File: config.mk
export PLATFORM = sky130hd
export DESIGN_NAME = awmf_reg_slave_chain
export DESIGN_NICKNAME = d
export VERILOG_FILES = /design/src/rtl/awmf_reg_slave_chain.sv
export SDC_FILE = /design/constraint.sdc
export NUM_CORES = 1
export LEC_CHECK = 0
export ABC_AREA = 1
export BUFFER_PORTS_ARGS = -buffer_cell sky130_fd_sc_hd__buf_2
export CAP_MARGIN = 20
export CORE_MARGIN = 1.5
export CORE_UTILIZATION = 60
export CTS_CLUSTER_SIZE = 10
export DETAILED_ROUTE_END_ITERATION = 10
export PLACE_DENSITY_LB_ADDON = 0.3
export SLEW_MARGIN = 5
export SYNTH_ARGS = -nofsm -noshare
export SYNTH_HDL_FRONTEND = slang
export SYNTH_SLANG_ARGS = --single-unit
File: constraint.sdc
create_clock -name clk -period 7.3 [get_ports clk]
set_input_delay 0.73 -clock clk [delete_from_list [all_inputs] [get_ports clk]]
set_output_delay 0.73 -clock clk [all_outputs]
set_load 0.005 [all_outputs]
File: src/rtl/awmf_reg_slave_chain.sv
// Daisy-chain SPI register slave: oversamples the SPI pins, serves a small register bank
// (product ID plus RW config words) and passes foreign traffic through a fixed bit delay.
module awmf_reg_slave_chain #(
  parameter int                    ADDR_BITS    = 10,
  parameter int                    DATA_BITS    = 48,
  parameter int                    HDR_BITS     = 12,
  parameter int                    NUM_REGS     = 4,
  parameter logic [ADDR_BITS-1:0]  REG_BASE     = 10'h055,
  parameter logic [DATA_BITS-1:0]  PROD_ID_DATA = 48'hABCD_EF01_2345,
  parameter int                    CHAIN_DLY    = 60,
  parameter int                    SYNC_STAGES  = 2
) (
  input  logic                               clk,
  input  logic                               rst,
  input  logic                               sclk,
  input  logic                               cs_n,
  input  logic                               sdi,
  output logic                               sdo,
  output logic [(NUM_REGS-1)*DATA_BITS-1:0]  cfg_regs,
  output logic                               wr_pulse,
  output logic [$clog2(NUM_REGS)-1:0]        wr_idx,
  output logic                               frame_err
);

  localparam int OP_BITS  = HDR_BITS - ADDR_BITS;
  localparam int IDX_BITS = $clog2(NUM_REGS);
  localparam int CNT_W    = 8;
  localparam int RD_W     = $clog2(DATA_BITS + 1);
  localparam int FULL_LEN = HDR_BITS + DATA_BITS;

  typedef enum logic [1:0] {
    OP_NOP   = 2'b00,
    OP_WRITE = 2'b01,
    OP_READ  = 2'b10
  } op_e;

  logic [SYNC_STAGES-1:0] sclk_sync, cs_sync, sdi_sync;
  logic                   sclk_d, cs_d, armed;
  logic                   sclk_s, cs_s, sdi_s;
  logic                   in_frame, rise, fall, cs_rise;

  logic [CNT_W-1:0]       rise_cnt;
  logic [HDR_BITS-1:0]    hdr_sh, hdr_next;
  logic [DATA_BITS-1:0]   win_sh, dout, read_word;
  logic [CHAIN_DLY-1:0]   chain;
  logic                   pt_bit;
  logic [RD_W-1:0]        rd_left;
  op_e                    op, op_next;
  logic                   hit, hit_next;
  logic [IDX_BITS-1:0]    idx, idx_next;
  logic [ADDR_BITS-1:0]   addr_next, offset;
  logic [OP_BITS-1:0]     opf_next;
  logic [DATA_BITS-1:0]   cfg_mem [1:NUM_REGS-1];

  assign sclk_s   = sclk_sync[SYNC_STAGES-1];
  assign cs_s     = cs_sync[SYNC_STAGES-1];
  assign sdi_s    = sdi_sync[SYNC_STAGES-1];
  assign in_frame = armed & ~cs_s;
  assign rise     = in_frame & sclk_s & ~sclk_d;
  assign fall     = in_frame & ~sclk_s & sclk_d;
  assign cs_rise  = cs_s & ~cs_d;

  // sdi goes through the same depth as sclk so the sampled bit lines up with the pin edge.
  always_ff @(posedge clk) begin
    if (rst) begin
      sclk_sync <= '0;
      cs_sync   <= '0;
      sdi_sync  <= '0;
      sclk_d    <= 1'b0;
      cs_d      <= 1'b0;
      armed     <= 1'b0;
    end else begin
      sclk_sync <= {sclk_sync[SYNC_STAGES-2:0], sclk};
      cs_sync   <= {cs_sync[SYNC_STAGES-2:0], cs_n};
      sdi_sync  <= {sdi_sync[SYNC_STAGES-2:0], sdi};
      sclk_d    <= sclk_s;
      cs_d      <= cs_s;
      if (cs_s) armed <= 1'b1;
    end
  end

  assign hdr_next  = {hdr_sh[HDR_BITS-2:0], sdi_s};
  assign addr_next = hdr_next[ADDR_BITS-1:0];
  assign opf_next  = hdr_next[HDR_BITS-1:ADDR_BITS];
  assign offset    = addr_next - REG_BASE;
  assign hit_next  = (addr_next >= REG_BASE) && (offset < ADDR_BITS'(NUM_REGS));
  assign idx_next  = offset[IDX_BITS-1:0];

  always_comb begin
    op_next = OP_NOP;
    if (opf_next == OP_BITS'(2))      op_next = OP_READ;
    else if (opf_next == OP_BITS'(1)) op_next = OP_WRITE;
  end

  always_comb begin
    read_word = '0;
    if (hit_next) begin
      if (idx_next == '0) read_word = PROD_ID_DATA;
      else begin
        for (int i = 1; i < NUM_REGS; i++)
          if (idx_next == IDX_BITS'(i)) read_word = cfg_mem[i];
      end
    end
  end

  // Frame datapath: header/window shifters, read serializer and pass-through chain.
  always_ff @(posedge clk) begin
    if (rst) begin
      rise_cnt <= '0;
      hdr_sh   <= '0;
      win_sh   <= '0;
      chain    <= '0;
      pt_bit   <= 1'b0;
      dout     <= '0;
      rd_left  <= '0;
      op       <= OP_NOP;
      hit      <= 1'b0;
      idx      <= '0;
      sdo      <= 1'b0;
    end else if (!in_frame) begin
      rise_cnt <= '0;
      hdr_sh   <= '0;
      win_sh   <= '0;
      chain    <= '0;
      rd_left  <= '0;
      op       <= OP_NOP;
      sdo      <= 1'b0;
    end else begin
      if (rise) begin
        if (rise_cnt != '1) rise_cnt <= rise_cnt + CNT_W'(1);
        pt_bit <= sdi_s;
        if (rise_cnt < CNT_W'(HDR_BITS)) hdr_sh <= hdr_next;
        if (rise_cnt == CNT_W'(HDR_BITS - 1)) begin
          op  <= op_next;
          hit <= hit_next;
          idx <= idx_next;
          if (op_next == OP_READ) begin
            dout    <= read_word;
            rd_left <= RD_W'(DATA_BITS);
          end
        end
        if (rise_cnt >= CNT_W'(HDR_BITS) && rise_cnt < CNT_W'(FULL_LEN))
          win_sh <= {win_sh[DATA_BITS-2:0], sdi_s};
      end
      if (fall) begin
        chain <= {chain[CHAIN_DLY-2:0], pt_bit};
        if (rd_left != '0) begin
          sdo     <= dout[DATA_BITS-1];
          dout    <= {dout[DATA_BITS-2:0], 1'b0};
          rd_left <= rd_left - RD_W'(1);
        end else begin
          sdo <= chain[CHAIN_DLY-1];
        end
      end
    end
  end

  // Writes commit only when the frame closes; the registers still hold the last frame's values here.
  always_ff @(posedge clk) begin
    if (rst) begin
      for (int i = 1; i < NUM_REGS; i++) cfg_mem[i] <= '0;
      wr_pulse  <= 1'b0;
      wr_idx    <= '0;
      frame_err <= 1'b0;
    end else begin
      wr_pulse  <= 1'b0;
      frame_err <= 1'b0;
      if (cs_rise && op == OP_WRITE) begin
        if (rise_cnt >= CNT_W'(FULL_LEN)) begin
          if (hit && idx != '0) begin
            for (int i = 1; i < NUM_REGS; i++)
              if (idx == IDX_BITS'(i)) cfg_mem[i] <= win_sh;
            wr_pulse <= 1'b1;
            wr_idx   <= idx;
          end
        end else begin
          frame_err <= 1'b1;
        end
      end
    end
  end

  for (genvar g = 1; g < NUM_REGS; g++) begin : g_cfg
    assign cfg_regs[(g-1)*DATA_BITS +: DATA_BITS] = cfg_mem[g];
  end

endmodule

# --- Word-level counts from Yosys, hierarchy flattened ---
# Memories as Yosys holds them, arrays and structs flattened.
# Index checks and enable logic that the tools add are counted.
# Widths: inputs -> output; s select.
classes:
  addsub: 3
  mul: 0
  div_mod_pow: 0
  magnitude_cmp: 6
  eq_ne: 12
  shifts: 0
  mux: 43
  bitwise: 16
  n_reduce_logical: 17
ops:
  columns: ["operator", "count"]
  rows:
  - ["$mux 48", 13]
  - ["$mux 6", 5]
  - ["$mux 1", 24]
  - ["$eq 2x2->1 const B", 6]
  - ["$ge 10x7->1 const B", 1]
  - ["$lt 10x3->1 const B", 1]
  - ["$reduce_and 2->1", 5]
  - ["$sub 10x7->10 const B", 1]
  - ["$add 8x1->8 const B", 1]
  - ["$eq 2x1->1 const B", 4]
  - ["$eq 8x4->1 const B", 1]
  - ["$ge 8x4->1 const B", 1]
  - ["$ge 8x6->1 const B", 1]
  - ["$lt 8x4->1 const B", 1]
  - ["$lt 8x6->1 const B", 1]
  - ["$ne 8x8->1 const B", 1]
  - ["$not 1->1", 7]
  - ["$and 1x1->1", 6]
  - ["$reduce_and 3->1", 2]
  - ["$reduce_bool 6->1", 1]
  - ["$sub 6x1->6 const B", 1]
  - ["$logic_and 1x1->1", 4]
  - ["$reduce_or 2->1", 2]
  - ["$or 1x1->1", 3]
  - ["other kinds (4)", 4]
totals:
  regBits: 201
  latch_bits: 0
  mem_bits_rw: 144
  rom_bits: 0
  in_bits: 5
  wordCells: 118
  mem_count: 1
mem_list:
  columns: ["memory", "depth", "word_bits", "read_ports", "rd_ports_with_merged_regs", "write_ports", "line_no", "rtl"]
  rows:
  - ["cfg_mem", 3, 48, 3, 0, 3, "53", "logic [DATA_BITS-1:0] cfg_mem [1:NUM_REGS-1];"]

# --- Logic depth before layout (Yosys ltp) ---
depth:
  ltp_word: 12
  depth_mapped: 15

# --- Least setup slack after synthesis ---
# OpenSTA, ideal clock, no wires.
synth_timing:
  kind: "flip-flop to flip-flop"
  from: "register rise_cnt[6]"
  to: "register, netlist name cfg_mem[0][100]"
  setup_ns: 0.520
  arrival_ns: 4.350
  path_slack_ns: 2.430
  path_stages_with_launch: 9
  path_buffers: 0
  synth_period_minus_slack_ns: 4.870
  cell_sequence: "dfxtp_1 > inv_2 > nand2_1 > inv_1 > nand2_1 > nand2_1 > nor2_1 > inv_1 > o21ai_0"
synth_lines:
  columns: ["element", "line_no", "rtl"]
  rows:
  - ["start: declaration", "42", "logic [CNT_W-1:0] rise_cnt;"]
  - ["start signal: assignment", "130", "if (rise_cnt != '1) rise_cnt <= rise_cnt + CNT_W'(1);"]

# --- Final worst setup path ---
layout_timing:
  from: "register cs_sync[1]"
  to: "register dout[30]"
layout_via:
  elab_chain_cells: 7
  elab_cells_between_ends: 9
  cone_classes: "mux (3); bitwise (6)"
layout_rtl:
  columns: ["element", "line_no", "rtl"]
  rows:
  - ["start: declaration", "37", "logic [SYNC_STAGES-1:0] sclk_sync, cs_sync, sdi_sync;"]
  - ["start signal: assignment", "74", "cs_sync <= {cs_sync[SYNC_STAGES-2:0], cs_n};"]
  - ["$not 1->1 *", "58", "assign in_frame = armed & ~cs_s;"]
  - ["$and 1x1->1 *", "58", null]
  - ["$and 1x1->1 (2 in series)", "59", "assign rise = in_frame & sclk_s & ~sclk_d;"]
  - ["$mux 48", "129", "if (rise) begin"]
  - ["$mux 48", "147", "if (rd_left != '0) begin"]
  - ["$mux 48", "145", "if (fall) begin"]
  - ["end signal: assignment", "138", "dout <= read_word;"]
  - ["end signal: assignment", "149", "dout <= {dout[DATA_BITS-2:0], 1'b0};"]
  - ["end: declaration", "44", "logic [DATA_BITS-1:0] win_sh, dout, read_word;"]
# Every way passes the cells marked *; elsewhere a longest branch is shown, timed or not.
# A chain may end at the register's enable or synchronous reset.

==> metrics.md <==
| Metric | Value |
|---|---|
| Share of layout cells above drive strength 1 | between 10% and 20% |
| Total power draw | around 0.0040 W |
| Nets | 1867 |
| DR pass1 iterations | 6 |
| CP max stage delay | 780 ps |
| Worst setup EP type | flip-flop |
| DR DRC count | 0 |
| Min Tclk post-route | approximately 3300 ps |
| CP max stage cell | inv_2 |
| Slew at the pin closest to its max-slew limit | approximately 1100 ps |
| Critical-path cell list | inv_2 > nand2_4 > nor3_4 > buf_4 > nand2_4 > inv_2 > a21oi_1 > nand2_1 > nand2_1 > a21oi_1 |
| ANT nets after route | 0 |
| Syn avg cell area | 8.27 µm² |
| Final setup TNS | 0 ps |
| Final Routed Wirelength | between 30 and 40 mm |
| First-pass GRT wire length | 61.6 mm |
| Gr usage total | 30.1% |
| Netlist cell types | 31 |
| Row Count | between 50 and 60 |
| Gate Count Post-Synth | around 1800 |
| Worst Setup Start Kind | flip-flop |
| RSZ-0062 raised after global routing | false |
| Critical Path Fanout Max | a little over 80 |
| Sequential element share of the synthesized area | roughly 57% |
| EDFF count, synth | 144 |
| Initial antenna violation count | 0 |
| Dpl hpwl | between 20 and 25 mm |
| CP arrival | 3740 ps |
| Number of max-cap violations | 0 |
| Final Hold Fails | 0 |
| Synthesis-to-layout area growth | 14.3% |
| Crit share post-route | 45.2% |
| Clk_lat worst skew | ~520 ps |
| Post-DR wirelength/cell | 17.6 µm |
| Ports | approximately 150 |
| Clk_skew | between 20 and 30 ps |
| Hold WC Path Type | reg -> reg |
| Rel. slew slack | slightly below 30% |
| Core area | about 24000 µm² |
| Worst ir drop on vdd | about 0.17 mV |
| PostCTS Resize Cnt | 0 |
| CP Data Required Time | approximately 7700 ps |
| CTS Buf Count | 40 |
| Final setup violation count | 0 |
| Status | finished clean |
| WS Path Type | reg -> reg |
| H-tree levels | 2 |
| Post-synth top flop | dfxtp_1 |
| CTS tree | built |
| Hold-fix buffers, CTS | 0 |
| Mapped Area | 14600 µm² |
| Synth Register Bits | 345 |
| Initial Util | 61.7% |
| Clock Tree Buf Depth | 3 |
| # diodes | 0 |
| Fmax | between 0.3 and 0.4 GHz |
| Iter 0 DRT Violations | ~1300 |
| Via Count | approximately 13000 |
| GP Congestion | roughly 0.8 |
| Slew Limit Fails | 0 |
| Post-CTS Setup Repair Bufs | 0 |
| Lkg Pwr | 6.83 nW |
| Total gr overflow | 0 |
| Port bufs | roughly 150 |
| Vias/cell | around 5.7 |
| Syn Nets | between 1500 and 2000 |
| Die Area | around 25000 µm² |
| Synth Warn # | 0 |
| Post-synth ARST share | 0% |
| Die H | 159 µm |
| Vias in the first global route | between 10000 and 15000 |
| # fillers | about 1800 |
| TritonCTS Sinks | 345 |
| CTS clk-pin slew, worst paths | 60 ps |
| Pwr dens | 241 nW/µm² |
| Largest net degree at the start of global routing | between 90 and 100 |
| Die width | between 150 and 200 µm |
| CTS root buffer | clkbuf_16 |
## report_power, final
part	internal, W	leakage, nW	switching (W)
Clock	0.00106	0.555	0.000739
Sequential	0.00204	3.08	0.0000252
Combinational	0.0000450	3.20	0.0000984
## cell type report
class                      instances  area [µm²]  area share [%]
sequential                       345        8350            50.2
inverter                         139         522            3.14
clock inverter                     1        16.3          0.0977
multi-input combinational       1159        5240            31.5
tap                              319         399            2.40
clock buffer                      68        1150            6.90
timing repair buffer             170         966            5.80
## critical path: cells and delay by family (launching register included)
family | cells | cell delay, ps
AO/OA/AOI/OAI | 2 | 270
buffers and inverters | 3 | 1350
flip-flops | 1 | 340
AND/OR/NAND/NOR | 5 | 1180
## Yosys cell counts (all sizes together) (2+ instances only)
library cell  count  area share [%]
nor2            328             8.6
nor3              5            0.25
nand4             5            0.21
o21a              9            0.46
dfxtp           201              28
nand3            76             2.6
inv             139             3.6
buf              42             1.6
xor2              4            0.24
o21ai           169             5.8
ha                7            0.60
a211oi            2            0.10
a21oi           230             7.9
nand2           318             8.3
edfxtp          144              30
clkbuf           76             2.0
## registers in the layout, summed over array words and instances, names as in the netlist, 2 cells and up
name / flops
sclk_sync: 2
chain: 60
rd_left: 6
cfg_mem: 144
hdr_sh: 11
op: 2
sdi_sync: 2
dout: 48
rise_cnt: 8
wr_idx: 2
idx: 2
win_sh: 48
cs_sync: 2
## final timing paths
path                          startpoint                      to  slack [ps]  cells after the start
setup / recovery   cs_sync[1]$_SDFF_PP0_   dout[30]$_SDFFE_PP0P_        4000                     10
hold / removal    sdi_sync[0]$_SDFF_PP0_  sdi_sync[1]$_SDFF_PP0_         410                      2
hold reg to reg   sdi_sync[0]$_SDFF_PP0_  sdi_sync[1]$_SDFF_PP0_         410                      2
setup reg to reg   cs_sync[1]$_SDFF_PP0_   dout[30]$_SDFFE_PP0P_        4000                     10
## logic make-up (layout without fill, tap and decap cells)
logic type	count (synthesis)	after routing	synth area share (%)
XOR/XNOR	5	5	0.301
buffers and inverters	257	378	7.17
adder cells (fa/ha/maj)	7	7	0.601
flip-flops	345	345	57.3
AO/OA/AOI/OAI	413	413	14.4
AND/OR/NAND/NOR	734	734	20.2
## through the flow
step | util [%] | setup WS, ps | std cells | hold WS, ps | area (µm²)
after floorplan | - | 2430 | 1761 | 388 | 14600
after global routing | 70.5 | 3730 | 2201 | 447 | 16600
after global placement | 65.1 | 4040 | 2127 | 390 | 15400
final | 70.5 | 4000 | 2201 | 414 | 16600
after CTS | 70.5 | 4080 | 2201 | 414 | 16600
after detailed placement | 65.5 | 4100 | 2132 | 406 | 15500
## layout by cell type (no fill, tap or decap), types with 3 or more instances in the layout
cell type    n
nor2_1     321
nand2_1    316
a21oi_1    230
dfxtp_1    201
o21ai_0    166
buf_2      153
edfxtp_1   144
inv_1      133
nand3_1     72
clkbuf_16   42
clkbuf_1    26
buf_4       12
o21a_1       9
inv_2        6
nand4_1      5
nor2_4       5
ha_1         5
nand3_2      4
xor2_1       4
nor3_1       4
o21ai_4      3
## layer usage
layer,share of wire [%],global-route usage [%]
met1,40,39.5
met2,48,49.9
met3,9.1,5.43
met4,3.0,11.2
met5,0,0
Power figures use the tool's default switching activity.
